<file path="src/rtl/sonar_pkg.sv">
// Shared SonarOnChip constants and arithmetic helpers used by both the PDM
// transmit modulator and the receive-side decimation filters.
package sonar_pkg;

  localparam int PDM_DATA_W = 16;
  localparam int PDM_ACC_W  = 20;
  localparam int PDM_FB_POS = (32'sd1 <<< (PDM_DATA_W - 1)) - 32'sd1;
  localparam int PDM_FB_NEG = -(32'sd1 <<< (PDM_DATA_W - 1));

  // Clamp a wide signed value into the signed range of a w-bit word.
  function automatic logic signed [63:0] sat_clamp(input logic signed [63:0] v, input int w);
    logic signed [63:0] hi;
    logic signed [63:0] lo;
    hi = (64'sd1 <<< (w - 1)) - 64'sd1;
    lo = -(64'sd1 <<< (w - 1));
    if (v > hi) begin
      sat_clamp = hi;
    end else if (v < lo) begin
      sat_clamp = lo;
    end else begin
      sat_clamp = v;
    end
  endfunction

endpackage

</file>
<file path="src/rtl/pdm_modulator_sat_add.sv">
// Signed W-bit a + b - sub with clamping; one instance per sigma-delta integrator.
module sat_add
  import sonar_pkg::*;
#(
  parameter int W = PDM_ACC_W
) (
  input  logic [W-1:0] i_a,
  input  logic [W-1:0] i_b,
  input  logic [W-1:0] i_sub,
  output logic [W-1:0] o_sum
);

  logic [63:0] w_a;
  logic [63:0] w_b;
  logic [63:0] w_sub;

  assign w_a   = {{(64 - W){i_a[W-1]}}, i_a};
  assign w_b   = {{(64 - W){i_b[W-1]}}, i_b};
  assign w_sub = {{(64 - W){i_sub[W-1]}}, i_sub};

  // The 64-bit sum cannot overflow for any legal W, so clamping it is exact.
  assign o_sum = W'(sat_clamp(signed'(w_a) + signed'(w_b) - signed'(w_sub), W));

endmodule

</file>
<file path="src/rtl/pdm_modulator.sv">
// Second-order sigma-delta PDM modulator: one-entry PCM input buffer, two
// saturating integrators and a registered 1-bit quantiser output.
module pdm_modulator
  import sonar_pkg::*;
#(
  parameter int DATA_W = PDM_DATA_W,
  parameter int ACC_W  = PDM_ACC_W
) (
  input  logic              wb_clk_i,
  input  logic              wb_rst_i,
  input  logic              ce_pdm,
  input  logic              ce_pcm,
  input  logic              enable_i,
  input  logic              clear_i,
  input  logic [DATA_W-1:0] pcm_dat_i,
  input  logic              pcm_valid_i,
  output logic              pcm_ready_o,
  output logic              pdm_data_o,
  output logic              underrun_o
);

  localparam int FB_POS_I = (DATA_W == PDM_DATA_W) ? PDM_FB_POS : ((32'sd1 <<< (DATA_W - 1)) - 32'sd1);
  localparam int FB_NEG_I = (DATA_W == PDM_DATA_W) ? PDM_FB_NEG : -(32'sd1 <<< (DATA_W - 1));
  localparam logic [ACC_W-1:0] FB_POS = ACC_W'(FB_POS_I);
  localparam logic [ACC_W-1:0] FB_NEG = ACC_W'(FB_NEG_I);

  logic              r_buf_full;
  logic [DATA_W-1:0] r_buf;
  logic [DATA_W-1:0] r_cur;
  logic [ACC_W-1:0]  r_i1;
  logic [ACC_W-1:0]  r_i2;
  logic              r_pdm;
  logic              r_underrun;

  logic [ACC_W-1:0]  w_fb;
  logic [ACC_W-1:0]  w_cur_ext;
  logic [ACC_W-1:0]  w_i1n;
  logic [ACC_W-1:0]  w_i2n;
  logic              w_accept;
  logic              w_starve;

  assign pcm_ready_o = enable_i && !r_buf_full;
  assign w_accept    = pcm_valid_i && pcm_ready_o;
  assign w_starve    = ce_pcm && !r_buf_full && !w_accept;
  assign w_fb        = r_pdm ? FB_POS : FB_NEG;
  assign w_cur_ext   = {{(ACC_W - DATA_W){r_cur[DATA_W-1]}}, r_cur};
  assign pdm_data_o  = r_pdm;
  assign underrun_o  = r_underrun;

  sat_add #(.W(ACC_W)) u_sat_i1 (.i_a(r_i1), .i_b(w_cur_ext), .i_sub(w_fb), .o_sum(w_i1n));
  sat_add #(.W(ACC_W)) u_sat_i2 (.i_a(r_i2), .i_b(w_i1n),     .i_sub(w_fb), .o_sum(w_i2n));

  // Buffer, current sample, integrators, quantiser and underrun flag.
  always_ff @(posedge wb_clk_i) begin
    if (wb_rst_i) begin
      r_buf_full <= 1'b0;
      r_buf      <= '0;
      r_cur      <= '0;
      r_i1       <= '0;
      r_i2       <= '0;
      r_pdm      <= 1'b0;
      r_underrun <= 1'b0;
    end else if (!enable_i) begin
      // Idle: drop pending data, park the loop, emit a zero-mean toggle.
      r_buf_full <= 1'b0;
      r_cur      <= '0;
      r_i1       <= '0;
      r_i2       <= '0;
      if (ce_pdm) r_pdm <= !r_pdm;
      if (clear_i) r_underrun <= 1'b0;
    end else begin
      if (ce_pcm) begin
        if (r_buf_full) begin
          r_cur <= r_buf;
          if (w_accept) r_buf <= pcm_dat_i;
          else r_buf_full <= 1'b0;
        end else if (w_accept) begin
          r_cur <= pcm_dat_i;
        end
      end else if (w_accept) begin
        r_buf      <= pcm_dat_i;
        r_buf_full <= 1'b1;
      end

      if (w_starve) r_underrun <= 1'b1;
      else if (clear_i) r_underrun <= 1'b0;

      // The loop sees the pre-update cur when both strobes coincide.
      if (ce_pdm) begin
        r_i1  <= w_i1n;
        r_i2  <= w_i2n;
        r_pdm <= !w_i2n[ACC_W-1];
      end
    end
  end

endmodule

</file>
<file path="config.mk">
export PLATFORM = sky130hd
export DESIGN_NAME = pdm_modulator
export DESIGN_NICKNAME = d
export VERILOG_FILES = /design/src/rtl/sonar_pkg.sv /design/src/rtl/pdm_modulator_sat_add.sv /design/src/rtl/pdm_modulator.sv
export SDC_FILE = /design/constraint.sdc
export NUM_CORES = 1
export LEC_CHECK = 0
export CORE_MARGIN = 2
export CORE_UTILIZATION = 55
export CTS_BUF_LIST = sky130_fd_sc_hd__clkbuf_4 sky130_fd_sc_hd__clkbuf_8
export DETAILED_ROUTE_END_ITERATION = 8
export HOLD_SLACK_MARGIN = 0.05
export PLACE_DENSITY = 0.73
export SLEW_MARGIN = 10
export SYNTH_ARGS = -nofsm -noshare
export SYNTH_HDL_FRONTEND = slang
export SYNTH_HIERARCHICAL = 1
export SYNTH_SLANG_ARGS = --single-unit
</file>
<file path="constraint.sdc">
create_clock -name wb_clk_i -period 9.1 [get_ports wb_clk_i]
set_clock_uncertainty 0.1 [all_clocks]
set_input_delay 1.82 -clock wb_clk_i [delete_from_list [all_inputs] [get_ports wb_clk_i]]
set_output_delay 1.82 -clock wb_clk_i [all_outputs]
set_load 0.01 [all_outputs]
</file>
Yosys cells after proc, flatten, opt, wreduce, memory -nomap -nowiden
Index checks and enable logic that the tools add are counted.
- logic and storage cells: 50
- bits of input ports: 23
- output and inout bits: 3
- flip-flop bits (word level): 75
- reductions and logical operators: 13
- eq/ne operators: 1
- bitwise gates (word level): 1
- mux-type cells: 20
- $lt $le $gt $ge: 4
- add/subtract/negate cells: 4
- operator list (operator ; count):
    $gt A64 B20 Y1 const B ; 2
    $lt A64 B20 Y1 const B ; 2
    $mux W20 ; 5
    $mux W16 ; 5
    $sub A21 B20 Y22 ; 2
    $add A20 B16 Y21 ; 1
    $add A20 B20 Y21 ; 1
    $mux W1 ; 10
    $logic_and A1 B1 Y1 ; 4
    $logic_not A1 Y1 ; 4
    $reduce_and A2 Y1 ; 2
    $reduce_bool A2 Y1 ; 2
    $ne A2 B1 Y1 const B ; 1
    $reduce_or A2 Y1 ; 1
    $not A1 Y1 ; 1

Logic depth before layout (Yosys ltp)
- word-level depth: 13
- gate-level depth with buffers: 31
- depth with buffers taken out: 29

By module
Netlist, hierarchy kept.
- by module, submodules not included (module ; cells an instance ; times used ; area each (µm²) ; sequential area each (µm²)):
    pdm_modulator ; 290 ; 1 ; 2912.8 ; 1501.4
    sat_add at u_sat_i1 ; 279 ; 1 ; 2072.0 ; 0.0
    sat_add at u_sat_i2 ; 280 ; 1 ; 1988.2 ; 0.0

Least setup slack after synthesis
OpenSTA, ideal clock, no wires.
- path kind: flip-flop to flip-flop
- start: reg r_pdm, in the netlist pdm_data_o
- end: reg r_i2[1]
- clock period less this slack: 7.260 ns
- data required time: 8.883 ns
- setup time: 0.117 ns
- slack: 1.840 ns
- arrival: 7.043 ns
- cell stages (with the launch flop): 29
- buffers on the path: 3
- cell sequence: dfxtp_1 -> inv_1 -> fa_1 -> inv_1 -> ha_1 -> clkbuf_1 -> nand3_1 -> nor2_1 -> or3_1 -> nand3_1 -> a41oi_1 -> clkbuf_1 -> a31oi_1 -> a31oi_1 -> inv_1 -> fa_1 -> inv_1 -> ha_1 -> and4_1 -> o21a_1 -> o21ai_2 -> a221o_1 -> or3_1 -> o311a_1 -> a21oi_4 -> buf_6 -> o21ai_1 -> mux2i_1 -> nor2_1
- word-level cells in the longest chain between the ends: 10
- elaborated cells between the ends (all ways): 12
- those cells by class: add/sub: 3; order compare: 4; mux: 5
- ends and longest elaborated chain (item ; line ; RTL):
    start: declaration ; pdm_modulator.sv:32 ; logic r_pdm;
    start signal: assignment ; pdm_modulator.sv:69 ; if (ce_pdm) r_pdm <= !r_pdm;
    start signal: assignment ; pdm_modulator.sv:92 ; r_pdm <= !w_i2n[ACC_W-1];
    $mux W20 (*) ; pdm_modulator.sv:45 ; assign w_fb = r_pdm ? FB_POS : FB_NEG;
    net w_fb[15] ; pdm_modulator.sv:35 ; logic [ACC_W-1:0] w_fb;
    $sub A21 B20 Y22 (*) ; pdm_modulator_sat_add.sv:22 ; assign o_sum = W'(sat_clamp(signed'(w_a) + signed'(w_b) - signed'(w_sub), W));
    $lt A64 B20 Y1 ; sonar_pkg.sv:18 ; end else if (v < lo) begin
    $mux W20 ; sonar_pkg.sv:18 ;
    $mux W20 (*) ; sonar_pkg.sv:16 ; if (v > hi) begin
    net w_i1n[9] ; pdm_modulator.sv:37 ; logic [ACC_W-1:0] w_i1n;
    $add A20 B20 Y21 (*) ; pdm_modulator_sat_add.sv:22 ;
    $sub A21 B20 Y22 (*) ; pdm_modulator_sat_add.sv:22 ;
    $lt A64 B20 Y1 ; sonar_pkg.sv:18 ;
    $mux W20 ; sonar_pkg.sv:18 ;
    $mux W20 (*) ; sonar_pkg.sv:16 ;
    net w_i2n[1] ; pdm_modulator.sv:38 ; logic [ACC_W-1:0] w_i2n;
    end signal: assignment ; pdm_modulator.sv:91 ; r_i2 <= w_i2n;
    end: declaration ; pdm_modulator.sv:31 ; logic [ACC_W-1:0] r_i2;
Mark *: on every way through the listed nets, which the timed path passes. The rest lies on a longest branch.
A chain may end at the register's enable or synchronous reset.

Worst setup path after layout
- start: reg r_pdm, in the netlist pdm_data_o
- end: reg r_i2[9]
- word-level cells in the longest chain between the ends: 10
- elaborated cells between the ends (all ways): 12
- those cells by class: add/sub: 3; order compare: 4; mux: 5
- ends and longest elaborated chain (item ; line):
    $mux W20 (*) ; pdm_modulator.sv:45
    $sub A21 B20 Y22 (*) ; pdm_modulator_sat_add.sv:22
    $lt A64 B20 Y1 ; sonar_pkg.sv:18
    $mux W20 ; sonar_pkg.sv:18
    $mux W20 (*) ; sonar_pkg.sv:16
    net w_i1n[1] ; pdm_modulator.sv:37
    $add A20 B20 Y21 (*) ; pdm_modulator_sat_add.sv:22
    $sub A21 B20 Y22 (*) ; pdm_modulator_sat_add.sv:22
    $lt A64 B20 Y1 ; sonar_pkg.sv:18
    $mux W20 ; sonar_pkg.sv:18
    $mux W20 (*) ; sonar_pkg.sv:16
    net w_i2n[9] ; pdm_modulator.sv:38
Marks and branches as above.

==> flow_metrics.tcl <==
set metrics [dict create \
    floorplan.rows 41 \
    total_count_of_hold_check_failures_in_the_final_report 0 \
    area_growth_syn_to_layout_pct 6.28 \
    ys_ff_latch 75 \
    finalWeightedCongestion 0.957 \
    cts_buffer_depth 2 \
    clk_latency_ps 380 \
    synthArstFlopShare_pct 0 \
    grt_first_pass_wirelength_mm 25.9 \
    n_antenna_cell 0 \
    setup_viol_count_final 0 \
    gr-usage-all-layers_pct 24.0 \
    wirelength_met1_mm 6.79 \
    dpl.hpwl_mm 11.8 \
    filler_cell_count 1159 \
    fin_util_pct 59.2 \
    route.final.wire_length_mm 15.4 \
    postSynthNetCount 956 \
    initial_drc_count 352 \
    synth-edff-count 0 \
    setup_repair_after_global_routing_missed_its_margin "no" \
    final.period_utilization_pct 93.4 \
    hold_class "register to register" \
    slew_viol_final 0 \
    drtAntennaViolNets 0 \
    crit_path_max_fanout 20 \
    setup_tns_ps 0 \
    path_cells "buf_4 -> inv_1 -> fa_1 -> inv_1 -> fa_1 -> nand2b_1 -> a21o_1 -> a31o_2 -> o21bai_2 -> a41oi_1 -> a31oi_2 -> o211ai_2 -> fa_1 -> ha_1 -> a211oi_1 -> nor2_1 -> o31ai_1 -> o21ai_0 -> a41o_1 -> a21oi_4 -> o21ai_0 -> mux2i_1 -> nor2_1" \
    top_level_ports 26 \
    wl_met3_um 711 \
    cts_hold_buffers 0 \
    yosys.area.top_type_share_pct 21.5 \
    clock.fmax_mhz 118 \
    synth_top_flop_cell "dfxtp_1" \
    reg2reg_setup_slack_ps 600 \
    post_synth_num_cell_types 73 \
    cts.htree.levels 3 \
    route.top_layer_used "met4" \
    endpoint_kind "register" \
    start_kind "register" \
    post_route_cells_drive_above_1_share_pct 7.87 \
    multiInputGateArea_um2 4620 \
    delay_of_the_slowest_critical_path_stage_ps 890 \
    run_status "finished clean" \
    num_vias 5692 \
    path_class "register to register" \
    cts_inserted_buffers 9 \
    synth_area_leader_cell "dfxtp_1" \
    maximum_number_of_pins_on_one_net_before_global_route_repair 42 \
    path_clk_slew_ps 80 \
    root_buffer "clkbuf_8" \
    route.met2.wl_mm 7.53 \
    ys_seq_area_share_pct 21.5 \
    worst-endpoint-arrival_ps 8650 \
    timing.max_cap.violations 0 \
    globalRoute.totalOverflow 0 \
    register_area_um2 1500 \
    vias_in_the_first_global_route 5638 \
    ys.warnings.count 6 \
    ctsResizeCount 0 \
    drt_pass1_iterations 5 \
    mappedNetlistArea_um2 6970 \
    largest_cells_by_area_after_synthesis "dfxtp_1 22%, fa_1 11%, inv_1 8.9%" \
    detail_route.wl_per_cell_um 15.0 \
    clkSinkCount 75 \
    initial_utilization_pct 55.7 \
    max_slew_margin_pct 30.4 \
    critical_path_required_ps 9260 \
    min_period_ps 8500 \
    critical_path.most_common_cell "fa_1" \
    synthCells 849 \
    chipWidth_um 117 \
    number_of_antenna_violations_at_the_first_check_in_global_routing 0 \
    hold_ws_ps 357 \
    cts_tree "built" \
    slew_worst_pin_ps 1040 \
    final_net_count 953 \
    core-area_um2 12500 \
    fp.dieArea_um2 13600 \
    critPathSlowestCell "a31oi_2" \
    avgSynthCellArea_um2 8.21 \
    numPortBuffers 25 \
    route.detailed.drc 0 \
    detail_route.vias_per_cell 5.56 \
    die_h_um 117 \
    cts_post_setup_buffers_inserted 0 \
]
==> per-stage QoR <==
step                area, µm²  instances  setup slack, ps
detailed placement       7230       1007              710
global placement         7230       1007              984
CTS                      7410       1023              671
finish                   7410       1023              602
floorplan                6970        849             1840
global route             7410       1023              174
==> Yosys cell counts, types with 6 or more instances <==
cell      instances
nand3_1          11
nor2_1           58
nor2b_1           6
a31oi_1          13
nand4_1           9
clkbuf_1         14
a21oi_1          74
o21ai_0          23
nand2_1          58
inv_1           165
xnor2_1          20
o211ai_2          9
xor2_1           11
o211ai_1         10
fa_1             40
o21ai_2           6
a21o_1           13
a211oi_1         10
mux2i_1          58
nand2b_1          8
dfxtp_1          75
ha_1             44
a211oi_2         12
buf_2            16
==> layer usage <==
metal,vias to the layer above,GRT usage [%]
met4,0,8.39
met2,151,42.2
met1,2670,29.3
met5,-,0
met3,28,5.09
li1,2843,-
==> sequential cells by signal (all words and copies together) (netlist names) <==
name and flops:
r_i2 20, r_buf 16, r_buf_full 1, underrun_o 1
pdm_data_o 1, r_cur 16, r_i1 20
==> final timing paths <==
check	startpoint	end	cells past startpoint
max	pdm_data_o	r_i2[9]	23
min	r_buf[9]	r_buf[9]	2
max reg2reg	pdm_data_o	r_i2[9]	23
min reg2reg	r_buf[9]	r_buf[9]	2
==> critical path: cells and delay by family (launching register included) <==
kind                     cells  cell delay (ps)
buffers and inverters        3              550
adder cells (fa/ha/maj)      4             1840
AND/OR/NAND/NOR              3              340
flip-flops                   1              700
multiplexers                 1              170
AO/OA/AOI/OAI               12             4640
==> layout make-up <==
cell class                 instances  share of cell area [%]
clock buffer                      11                    1.96
clock inverter                     5                   0.506
inverter                         165                    8.36
multi-input combinational        566                    62.3
sequential                        75                    20.3
tap                              172                    2.90
timing repair buffer              29                    3.71
==> cell families after synthesis <==
group	synth area share (%)
buffers and inverters	12.4
adder cells (fa/ha/maj)	19.4
AND/OR/NAND/NOR	11.6
multiplexers	8.33
AO/OA/AOI/OAI	22.4
flip-flops	21.5
XOR/XNOR	4.36
==> layout by cell type, fill, tap and decap left out, types with 3 or more instances in the layout <==
cell and n:
a211oi_1 10, a211oi_2 12, a21boi_0 3, a21o_1 13, a21oi_1 74, a31oi_1 13
a41oi_1 3, buf_4 4, clkbuf_8 10, clkdlybuf4s50_1 24, dfxtp_1 74, fa_1 40
ha_1 44, inv_1 165, mux2i_1 58, nand2_1 58, nand2b_1 7, nand3_1 11
nand4_1 9, nor2_1 58, nor2b_1 6, nor3_1 3, o211ai_1 10, o211ai_2 9
o21a_1 5, o21ai_0 23, o21ai_1 5, o21ai_2 6, o22ai_1 4, or3_1 5
xnor2_1 20, xor2_1 11
Power is left out: the tool's default activity adds up to more than one toggle a clock period on the data nets, which glitch-free logic cannot reach.
==> RTL change (same flow settings) <==
Change the package constant `PDM_ACC_W` from 20 to 28.
--- a/src/rtl/sonar_pkg.sv
+++ b/src/rtl/sonar_pkg.sv
@@ -4,5 +4,5 @@
 
   localparam int PDM_DATA_W = 16;
-  localparam int PDM_ACC_W  = 20;
+  localparam int PDM_ACC_W  = 28;
   localparam int PDM_FB_POS = (32'sd1 <<< (PDM_DATA_W - 1)) - 32'sd1;
   localparam int PDM_FB_NEG = -(32'sd1 <<< (PDM_DATA_W - 1));
Behaviour: same outputs for any inputs over 4 cycles, from zero or initial values and one cycle with wb_rst_i high; that may be too few to reach the edited logic, so the function may still have changed.
==> RTL change against the unedited design <==
Die area up 30%; wire length is 29% higher; synthesized area grew 31%; design area is 30% higher; worst setup slack gained 370 ps; critical path type unchanged; sequential cell count rose by 16; first-iteration DRC count up 24%; count of clock-buffer cells in the layout is 2 lower.
Power is left out: the tool's default activity adds up to more than one toggle a clock period on the data nets, which glitch-free logic cannot reach.
==> RTL change: results (changes against the unedited design) <==
[finish]
n_sequential_cell = 91  ; +21%
layout.cells.non_filler = 1358  ; +33%
fillCellCount = 1522  ; +31%
layout-area-overhead-vs-synth_pct = 5.66
clk_share_pct = 2.20  ; -0.26 points
drive_gt1_share_pct = 5.80  ; -2.1 points
registers_with_the_highest_flip_flop_counts = r_i1: 28 flops, r_i2: 28 flops
nNonClkBuffers = 30  ; +3.4%
multi_input_gates = 765  ; +35%
buffer_area_share_pct = 2.95  ; -0.76 points
final.signal_inverter_count = 236  ; +43%
seqCellArea_um2 = 1820  ; +21%
share_of_the_final_layout_cell_area_in_multi_input_gates_pct = 63.9  ; +1.6 points

[drt]
routed-wl-met2_mm = 8.75  ; +16%
maxUsedRoutingLayer = met4
routedLengthMet1_mm = 10.2  ; +50%
wl_met3_um = 714  ; +0.42%
routed_via_density = 5.40  ; -2.9%

[grt]
pin_count_of_the_biggest_net_entering_global_routing = 74  ; +76%
grt_pass1_wl_mm = 34.5  ; +34%
grt_pass1_vias = 7164  ; +27%
grt_use_met3_pct = 3.14  ; -1.9 points
gr-usage-all-layers_pct = 23.7  ; -0.37 points
number_of_antenna_violations_at_the_first_check_in_global_routing = 1  ; +1
grt.met1_usage_pct = 34.3  ; +5.0 points

[sta]
worst_slew_pin_slew_ps = 1090  ; +41.9 ps
period_minus_slack_ps = 8130  ; -367 ps
hold_ws_ps = 361  ; +3.43 ps

[synth]
syn_inst = 1135  ; +34%
synth_cell_type_count = 82  ; +12%
register_area_share_after_synthesis_pct = 19.9  ; -1.6 points
synthArstFlopShare_pct = 0  ; unchanged
share_of_cell_area_taken_by_muxes_after_synthesis_pct = 8.22  ; -0.11 points
post_synth_fa_ha_maj_area_fraction_pct = 20.5  ; +1.1 points
post_synth_xor_area_fraction_pct = 4.20  ; -0.16 points
synth.cells.most_frequent = sky130_fd_sc_hd__inv_1 (236), sky130_fd_sc_hd__nor2_1 (96), sky130_fd_sc_hd__dfxtp_1 (91)
synthesized_area_fraction_occupied_by_ao_oa_aoi_and_oai_cells_pct = 21.6  ; -0.75 points
syn_nets = 1274  ; +33%
synth_top_cells_by_area = sky130_fd_sc_hd__dfxtp_1 (20%), sky130_fd_sc_hd__fa_1 (12%), sky130_fd_sc_hd__inv_1 (9.7%)

[hold_path]
min_from = r_buf[15]

[placement]
globalplace.congestion = 0.913  ; -4.6%
detailed_place.area_um2 = 9440  ; +31%
dp_worst_setup_slack_ps = 1040  ; +331 ps
detailedPlacementHpwl_mm = 14.9  ; +26%

[setup_path]
critical_path.max_fanout = 27  ; +35%
worst-endpoint-arrival_ps = 8350  ; -300 ps
maximum_single_stage_delay_on_the_critical_path_ps = 690  ; -200 ps
r2r_end = r_i2[22]
rrSetupSlack_ps = 970  ; +370 ps
crit_slowest_cell = sky130_fd_sc_hd__a21oi_4

[clocking]
cts.reportedPaths.clkPinSlew_ps = 110  ; +30 ps
clk-insertion-delay-late_ps = 390

[floorplanning]
die_width_um = 133  ; +14%

[outcome]
status = completed

-- RTL change: cell types whose count changed after synthesis, moves of 10 or more --
cell,unedited run,this run
sky130_fd_sc_hd__a21oi_1,74,90
sky130_fd_sc_hd__nand2_1,58,68
sky130_fd_sc_hd__inv_1,165,236
sky130_fd_sc_hd__ha_1,44,60
sky130_fd_sc_hd__a21o_1,13,44
sky130_fd_sc_hd__fa_1,40,56
sky130_fd_sc_hd__o21ai_0,23,36
sky130_fd_sc_hd__dfxtp_1,75,91
sky130_fd_sc_hd__mux2i_1,58,75
sky130_fd_sc_hd__nor2_1,58,96
-- RTL change: worst min-delay path, stage by stage, from the launching register on --
cell and delay [ps]:
sky130_fd_sc_hd__dfxtp_1 320, sky130_fd_sc_hd__nand2_1 50, sky130_fd_sc_hd__a21oi_1 50
